==> config.mk <==
export PLATFORM = sky130hd
export DESIGN_NAME = midi_stream_decoder
export DESIGN_NICKNAME = d
export VERILOG_FILES = /design/src/rtl/midi_stream_decoder.sv
export SDC_FILE = /design/constraint.sdc
export NUM_CORES = 1
export LEC_CHECK = 0
export ABC_AREA = 1
export CAP_MARGIN = 20
export CORE_ASPECT_RATIO = 1.4
export CORE_MARGIN = 2
export CORE_UTILIZATION = 40
export CTS_BUF_LIST = sky130_fd_sc_hd__clkbuf_8
export DETAILED_ROUTE_END_ITERATION = 10
export MAX_ROUTING_LAYER = met4
export SYNTH_ARGS = -nofsm -noshare
export SYNTH_HDL_FRONTEND = slang
export SYNTH_SLANG_ARGS = --single-unit
export TNS_END_PERCENT = 5
==> constraint.sdc <==
create_clock -name clk -period 1.7 [get_ports clk]
set_clock_uncertainty 0.05 [all_clocks]
set_input_delay 0.34 -clock clk [delete_from_list [all_inputs] [get_ports clk]]
set_output_delay 0.34 -clock clk [all_outputs]
set_load 0.02 [all_outputs]
==> src/rtl/midi_stream_decoder.sv <==
// MIDI byte-stream decoder: running status, channel filter, real-time/SysEx tolerance, CC window.
// Define MIDI_PITCH_BEND_EN to add the pitch_bend_ready / pitch_bend outputs.
module midi_stream_decoder #(
  parameter logic [15:0] CHANNEL_MASK = 16'hFFFF,
  parameter logic [6:0]  CC_BASE      = 7'd20,
  parameter int          NUM_PARAMS   = 9,
  parameter int          IDX_W        = $clog2(NUM_PARAMS)
) (
  input  logic             clk,
  input  logic             reset,
  input  logic             ready,
  input  logic [7:0]       midi_byte,
  output logic             note_event_ready,
  output logic             note_on,
  output logic [6:0]       note,
  output logic [6:0]       velocity,
  output logic [3:0]       channel,
  output logic             param_change_ready,
  output logic [IDX_W-1:0] param_idx,
  output logic [6:0]       param_value,
  output logic             error
`ifdef MIDI_PITCH_BEND_EN
  ,
  output logic             pitch_bend_ready,
  output logic [13:0]      pitch_bend
`endif
);

  typedef enum logic [1:0] {IDLE, DATA1, DATA2, SYSEX} state_t;

  localparam logic [7:0] CC_END = 8'(int'(CC_BASE) + NUM_PARAMS);

  state_t     state, state_nxt;
  logic [7:0] rs_q, rs_nxt;
  logic       rs_vld_q, rs_vld_nxt;
  logic [6:0] d1_q, d1_nxt;
  logic       note_ev_nxt, param_ev_nxt, err_nxt;
  logic       is_status, is_rt, is_chan, one_byte, chan_ok, cc_hit, vel_nz;
  logic [6:0] cc_off;
`ifdef MIDI_PITCH_BEND_EN
  logic       pb_ev_nxt;
`endif

  assign is_status = midi_byte[7];
  assign is_rt     = (midi_byte[7:3] == 5'b11111);
  assign is_chan   = is_status && (midi_byte[7:4] != 4'hF);
  assign one_byte  = (rs_q[6:4] == 3'd4) || (rs_q[6:4] == 3'd5);
  assign chan_ok   = CHANNEL_MASK[rs_q[3:0]];
  assign cc_off    = d1_q - CC_BASE;
  assign cc_hit    = (d1_q >= CC_BASE) && ({1'b0, d1_q} < CC_END);
  assign vel_nz    = (midi_byte[6:0] != 7'd0);

  always_ff @(posedge clk) begin
    if (reset) state <= IDLE;
    else       state <= state_nxt;
  end

  always_comb begin
    state_nxt    = state;
    rs_nxt       = rs_q;
    rs_vld_nxt   = rs_vld_q;
    d1_nxt       = d1_q;
    note_ev_nxt  = 1'b0;
    param_ev_nxt = 1'b0;
    err_nxt      = 1'b0;
`ifdef MIDI_PITCH_BEND_EN
    pb_ev_nxt    = 1'b0;
`endif
    // Real-time bytes are invisible: no branch touches anything for them.
    if (ready && !is_rt) begin
      if (is_chan) begin
        err_nxt    = (state == DATA1) || (state == DATA2);
        rs_nxt     = midi_byte;
        rs_vld_nxt = 1'b1;
        state_nxt  = DATA1;
      end else if (is_status) begin
        rs_vld_nxt = 1'b0;
        state_nxt  = (midi_byte == 8'hF0) ? SYSEX : IDLE;
      end else begin
        case (state)
          IDLE: begin
            if (rs_vld_q) begin
              d1_nxt    = midi_byte[6:0];
              state_nxt = one_byte ? IDLE : DATA2;
            end else begin
              err_nxt = 1'b1;
            end
          end
          DATA1: begin
            d1_nxt    = midi_byte[6:0];
            state_nxt = one_byte ? IDLE : DATA2;
          end
          DATA2: begin
            state_nxt = IDLE;
            if (chan_ok) begin
              case (rs_q[7:4])
                4'h8, 4'h9: note_ev_nxt  = 1'b1;
                4'hB:       param_ev_nxt = cc_hit;
`ifdef MIDI_PITCH_BEND_EN
                4'hE:       pb_ev_nxt    = 1'b1;
`endif
                default: ;
              endcase
            end
          end
          default: ;
        endcase
      end
    end
  end

  always_ff @(posedge clk) begin
    if (reset) begin
      rs_q               <= 8'd0;
      rs_vld_q           <= 1'b0;
      d1_q               <= 7'd0;
      note_event_ready   <= 1'b0;
      note_on            <= 1'b0;
      note               <= 7'd0;
      velocity           <= 7'd0;
      channel            <= 4'd0;
      param_change_ready <= 1'b0;
      param_idx          <= '0;
      param_value        <= 7'd0;
      error              <= 1'b0;
    end else begin
      rs_q               <= rs_nxt;
      rs_vld_q           <= rs_vld_nxt;
      d1_q               <= d1_nxt;
      note_event_ready   <= note_ev_nxt;
      param_change_ready <= param_ev_nxt;
      error              <= err_nxt;
      // Note off (0x8n) and note on with zero velocity both report velocity 0.
      if (note_ev_nxt) begin
        note_on  <= rs_q[4] && vel_nz;
        note     <= d1_q;
        velocity <= (rs_q[4] && vel_nz) ? midi_byte[6:0] : 7'd0;
        channel  <= rs_q[3:0];
      end
      if (param_ev_nxt) begin
        param_idx   <= cc_off[IDX_W-1:0];
        param_value <= midi_byte[6:0];
        channel     <= rs_q[3:0];
      end
    end
  end

`ifdef MIDI_PITCH_BEND_EN
  always_ff @(posedge clk) begin
    if (reset) begin
      pitch_bend_ready <= 1'b0;
      pitch_bend       <= 14'h2000;
    end else begin
      pitch_bend_ready <= pb_ev_nxt;
      if (pb_ev_nxt) pitch_bend <= {midi_byte[6:0], d1_q};
    end
  end
`endif

endmodule

-- Word level (Yosys, flattened, before mapping)
Memory sizes are Yosys's and may differ from the RTL's. A register that Yosys moved wholly into a read port is not among the register bits.
Cells that the tools add are included.
- bits in registers: 51
- memory bits (read-only): 16
- input port bits: 11
- logic and storage cells: 84
- memories kept: 1
- memory list (name ; depth ; bits a word ; rd ports ; clocked after memory_dff ; wr ports ; RTL line ; RTL):
    (name not given) ; 16 ; 1 ; 1 ; 1 ; 0 ; 48 ; assign chan_ok = CHANNEL_MASK[rs_q[3:0]];
- add/sub/neg operators: 1
- order comparisons: 3
- equality and inequality tests: 12
- muxes and demuxes: 32
- bitwise operators: 3
- reductions and logical operators: 19
- operators with widths (kind ; count):
    1-bit two-way mux ; 19
    4-bit two-way mux ; 4
    7-bit two-way mux ; 2
    7-bit case mux with 2 select lines ; 1
    4-bit equality test (second input constant) ; 3
    2-bit two-way mux ; 5
    8-bit equality test (second input constant) ; 1
    4-bit != test (second input constant) ; 2
    7-bit by 5-bit >= comparator with 1-bit output (second input constant) ; 1
    7-bit by 5-bit < comparator with 1-bit output (second input constant) ; 1
    7-bit nonzero test ; 1
    3-bit equality test (second input constant) ; 2
    2-bit case mux with 3 select lines ; 1
    2-bit nonzero test ; 3
    5-bit equality test (second input constant) ; 1
    4-bit by 5-bit < comparator with 1-bit output (second input constant) ; 1
    5-bit AND reduction ; 1
    5-bit nonzero test ; 1
    1-bit logical AND ; 4
    2-bit AND reduction ; 2
    2-bit OR reduction ; 2
    4-bit by 3-bit subtractor with 4-bit output (second input constant) ; 1
    1-bit NOT ; 3
    3-bit AND reduction ; 1
    6 further kinds ; 7

-- Depth between registers and ports, before layout
- word-level depth: 10
- depth in mapped cells: 10

-- Worst setup path after synthesis
No wires, ideal clock.
- kind: reg2reg
- from: register state[0]
- to: register d1_q[3]
- arrival: 1347 ps
- path slack: 185 ps
- stages on the path, launching flop included: 10
- path buffers: 1
- period minus slack after synthesis: 1515 ps
- cells stage by stage: dfxtp_1 -> inv_1 -> ha_1 -> inv_1 -> nor2_1 -> nor3_1 -> nand2_4 -> buf_12 -> o21ai_1 -> a21oi_2
- longest elaborated chain between the ends: 3
- ends and longest elaborated chain (what ; RTL line ; RTL):
    start, declared ; 33 ; state_t state, state_nxt;
    start signal, assigned ; 55 ; else state <= state_nxt;
    2-bit by 1-bit equality test with 1-bit output / 2-bit logical NOT (equally long branches) ; 80 ; case (state)
    2-bit nonzero test (no line) / 2-bit != test (equally long branches) ; -- ;
    5-bit AND reduction (no line) ; -- ;
    end signal, assigned ; 129 ; d1_q <= d1_nxt;
    end, declared ; 36 ; logic [6:0] d1_q, d1_nxt;
Several ways; a longest one is shown, not always the timed one.
A chain may end at the register's enable or synchronous reset.

-- Worst setup path in the final report
- from: register velocity[5]
- to: output port velocity[5]
- RTL lines (what ; RTL line ; RTL):
    start, declared ; 16 ; output logic [6:0] velocity,
    start signal, assigned ; 137 ; velocity <= (rs_q[4] && vel_nz) ? midi_byte[6:0] : 7'd0;
No word-level cell between the ends.

==> metrics.md <==
| Metric | Value |
|---|---|
| Largest net degree at the start of global routing | 37 |
| Core Util, Final | a little under three fifths |
| Max clock buf depth | 2 |
| Peak per-stage delay on the critical path | between 0.6 and 0.7 ns |
| Leakage | approximately 1.3 nW |
| Synth Instances | approximately 280 |
| Post-synth EDFFs | 0 |
| Met2 wire len | 2596 um |
| Total congestion overflow | 0 |
| DR vias | 1932 |
| Synth top area cells | dfxtp_1 (47%), nor2_1 (10%), o21ai_0 (6.6%) |
| Fill count | between 500 and 600 |
| Placed cell count | between 400 and 500 |
| Max Used Layer | met4 |
| Critical Path Fanout Max | 2 |
| TritonCTS clock tree | built |
| Global Route Usage Sum | around a fifth |
| Detail Route Antenna Nets | 0 |
| Cell chain of the critical path | clkdlybuf4s50_1 |
| Max Freq | 0.6042 GHz |
| Core Area | between 5000 and 6000 um^2 |
| Pwr Density | approximately 740 nW/um^2 |
| Critical Path RT | ~1.3 ns |
| Fin nets | 361 |
| Hold_buf cts | 0 |
| Placer Congestion | approximately 0.85 |
| Top Ports | 44 |
| Synthesis Warnings | 0 |
| Prevailing post-synth register cell | dfxtp_1 |
| Routed metal-1 wire length | roughly 2300 um |
| Cell variety after synth | 29 |
| Syn nets | roughly 290 |
| Vias in the first global route | approximately 1900 |
| CP endpoint kind | primary output |
| Fraction of registers with async set/reset | 0% |
| Initial antenna violation count | 0 |
| Clock slew at reported path FFs | around 0.09 ns |
| Clock sinks | 51 |
| CP max stage cell | clkdlybuf4s50_1 |
| Worst IR Drop VDD | 488.8 uV |
| Final worst path period need | roughly 1.7 ns |
| Initial detailed-routing violation count | 50 |
| First-pass GRT wire length | between 8000 and 9000 um |
| Share of the synthesized area in the top cell type | about 47% |
| P&R area growth vs syn | 36.70% |
| Die footprint | around 6100 um^2 |
| Final setup vio count | 0 |
| Total CTS buffers | 5 |
| Starting Density | a little over two fifths |
| Final period utilization | 97.35% |
| Htree depth | 2 |
| Area of the multi-input gates | 994.7 um^2 |
| Die W | between 60 and 70 um |
| DR vias/cell | around 4.7 |
| Drt pass-1 iters | 4 |
| Clock Latency Late Sink | approximately 0.30 ns |
| Crit Path Category | flip-flop to primary output |
| Share of cells above drive strength 1 | 20.46% |
| Startpoint Class | flip-flop |
| Finished Layout Cells | approximately 410 |
| Sequential cell area | 1021 um^2 |
| Slew Limit Fails | 0 |
| Sequential share of the synthesized area | 46.58% |
| Slew margin rel. | about four fifths |
| CP delay by family, top | buffers and inverters |
| Synth Register Bits | 51 |
| Root buffer cell | clkbuf_8 |
| Die Y | between 90 and 100 um |
| Status | complete, no violations |
| CP arrival | 1.26 ns |
| Post-route cell area | ~3000 um^2 |
| Rows | 31 |
| Max-cap violation count | 0 |
| Crit path buffers/inverters | 1 |
| Slew of the pin with the lowest slew margin | a little under 0.3 ns |
| DP HPWL | around 3900 um |
| Post-route DRC | 0 |
| Final hold violations | 0 |
| Synth Area per Inst | slightly below 8 um^2 |
| Commonest cells in the netlist | nor2_1 (60), dfxtp_1 (51), o21ai_0 (29) |
| ANT cells | 0 |
| Placed cell area | 2860 um^2 |
| Final setup TNS | 0 ns |
| RSZ-0062 raised after global routing | yes |
| Hold WC Path Type | flip-flop to flip-flop |
| Netlist Area Pre-Place | 2192 um^2 |
| Routed wire length | 5181 um |
| Most frequent cell after synthesis | nor2_1 |
| Routed wire length per instance | 12.54 um |
| Number of buffers added on ports | 43 |
| Area leader, netlist | dfxtp_1 |
| Met3 WL post-DR | between 150 and 200 um |
==> repair_timing <==
item | in CTS | in global routing
pin swaps | 0 | 0
buffers inserted | 0 | 0
resized for setup | 3 | 12
setup endpoints to repair | 3 | 26
==> flip-flops by register name (all words and copies together), names as in the netlist <==
name	count
rs_q	8
d1_q	7
note	7
param_value	7
velocity	7
channel	4
param_idx	4
state	2
error	1
note_event_ready	1
note_on	1
param_change_ready	1
rs_vld_q	1
==> area by class of cell <==
| type | count | share of cell area, % |
|---|---|---|
| clock buffers | 6 | 2.756 |
| clock inverters | 2 | 0.4175 |
| inverters | 28 | 3.841 |
| multi-input cells | 187 | 33.19 |
| flip-flops and latches | 51 | 34.07 |
| well taps | 66 | 2.756 |
| repair buffers | 73 | 22.96 |
==> routing by layer <==
metal	vias to the layer above	global-route usage [%]
met5	-	-
met4	0	6.633
met3	7	3.346
met2	34	31.25
met1	868	23.13
li1	1023	-
==> power by group <==
| group | switching, mW | internal [mW] |
|---|---|---|
| sequential | 0.0200 | 1.22 |
| clock | 0.394 | 0.328 |
| combinational | 0.148 | 0.116 |
| total | 0.562 | 1.67 |
==> per-stage QoR <==
step	hold slack [ns]	total power, mW	setup slack, ns
after detailed placement	0.4073	1.530	-0.3067
after floorplan	0.3907	1.408	0.1850
final	0.4203	2.230	0.04504
after CTS	0.4210	2.252	0.001189
after global routing	0.4413	2.328	-0.05877
after global placement	0.4114	1.526	-0.2974
==> cells in the final DEF (no fill, tap or decap), types with 4 or more instances in the layout <==
cell / count
dlymetal6s2s_1: 4
nor2_1: 59
a21oi_1: 15
nand2_2: 10
clkdlybuf4s50_1: 37
nand3_1: 14
nand2_1: 26
clkbuf_8: 6
o21ai_1: 7
a21oi_2: 10
o21ai_0: 27
dfxtp_1: 51
buf_4: 28
inv_1: 26
==> path summary, 6_finish.rpt <==
kind / slack, ns / endpoint / cells after the start / start
worst min-delay path: 0.42 / velocity[6]$_SDFFE_PP0P_ / 2 / velocity[6]$_SDFFE_PP0P_
worst min register to register: 0.42 / velocity[6]$_SDFFE_PP0P_ / 2 / velocity[6]$_SDFFE_PP0P_
worst max register to register: 0.12 / param_idx[2]$_SDFFE_PP0P_ / 9 / d1_q[2]$_SDFFE_PP0P_
worst max-delay path: 0.05 / velocity[5] / 1 / velocity[5]$_SDFFE_PP0P_
==> cells by family (layout without fill, tap and decap cells) <==
| group | Yosys count | count (layout) | synth area share [%] |
|---|---|---|---|
| DFF | 51 | 51 | 46.58 |
| buffers and inverters | 40 | 109 | 9.474 |
| AOI/OAI and AO/OA | 62 | 62 | 16.21 |
| and+or+nand+nor | 121 | 121 | 25.46 |
| adders and majority gates | 4 | 4 | 2.283 |
Power figures use the tool's default switching activity.
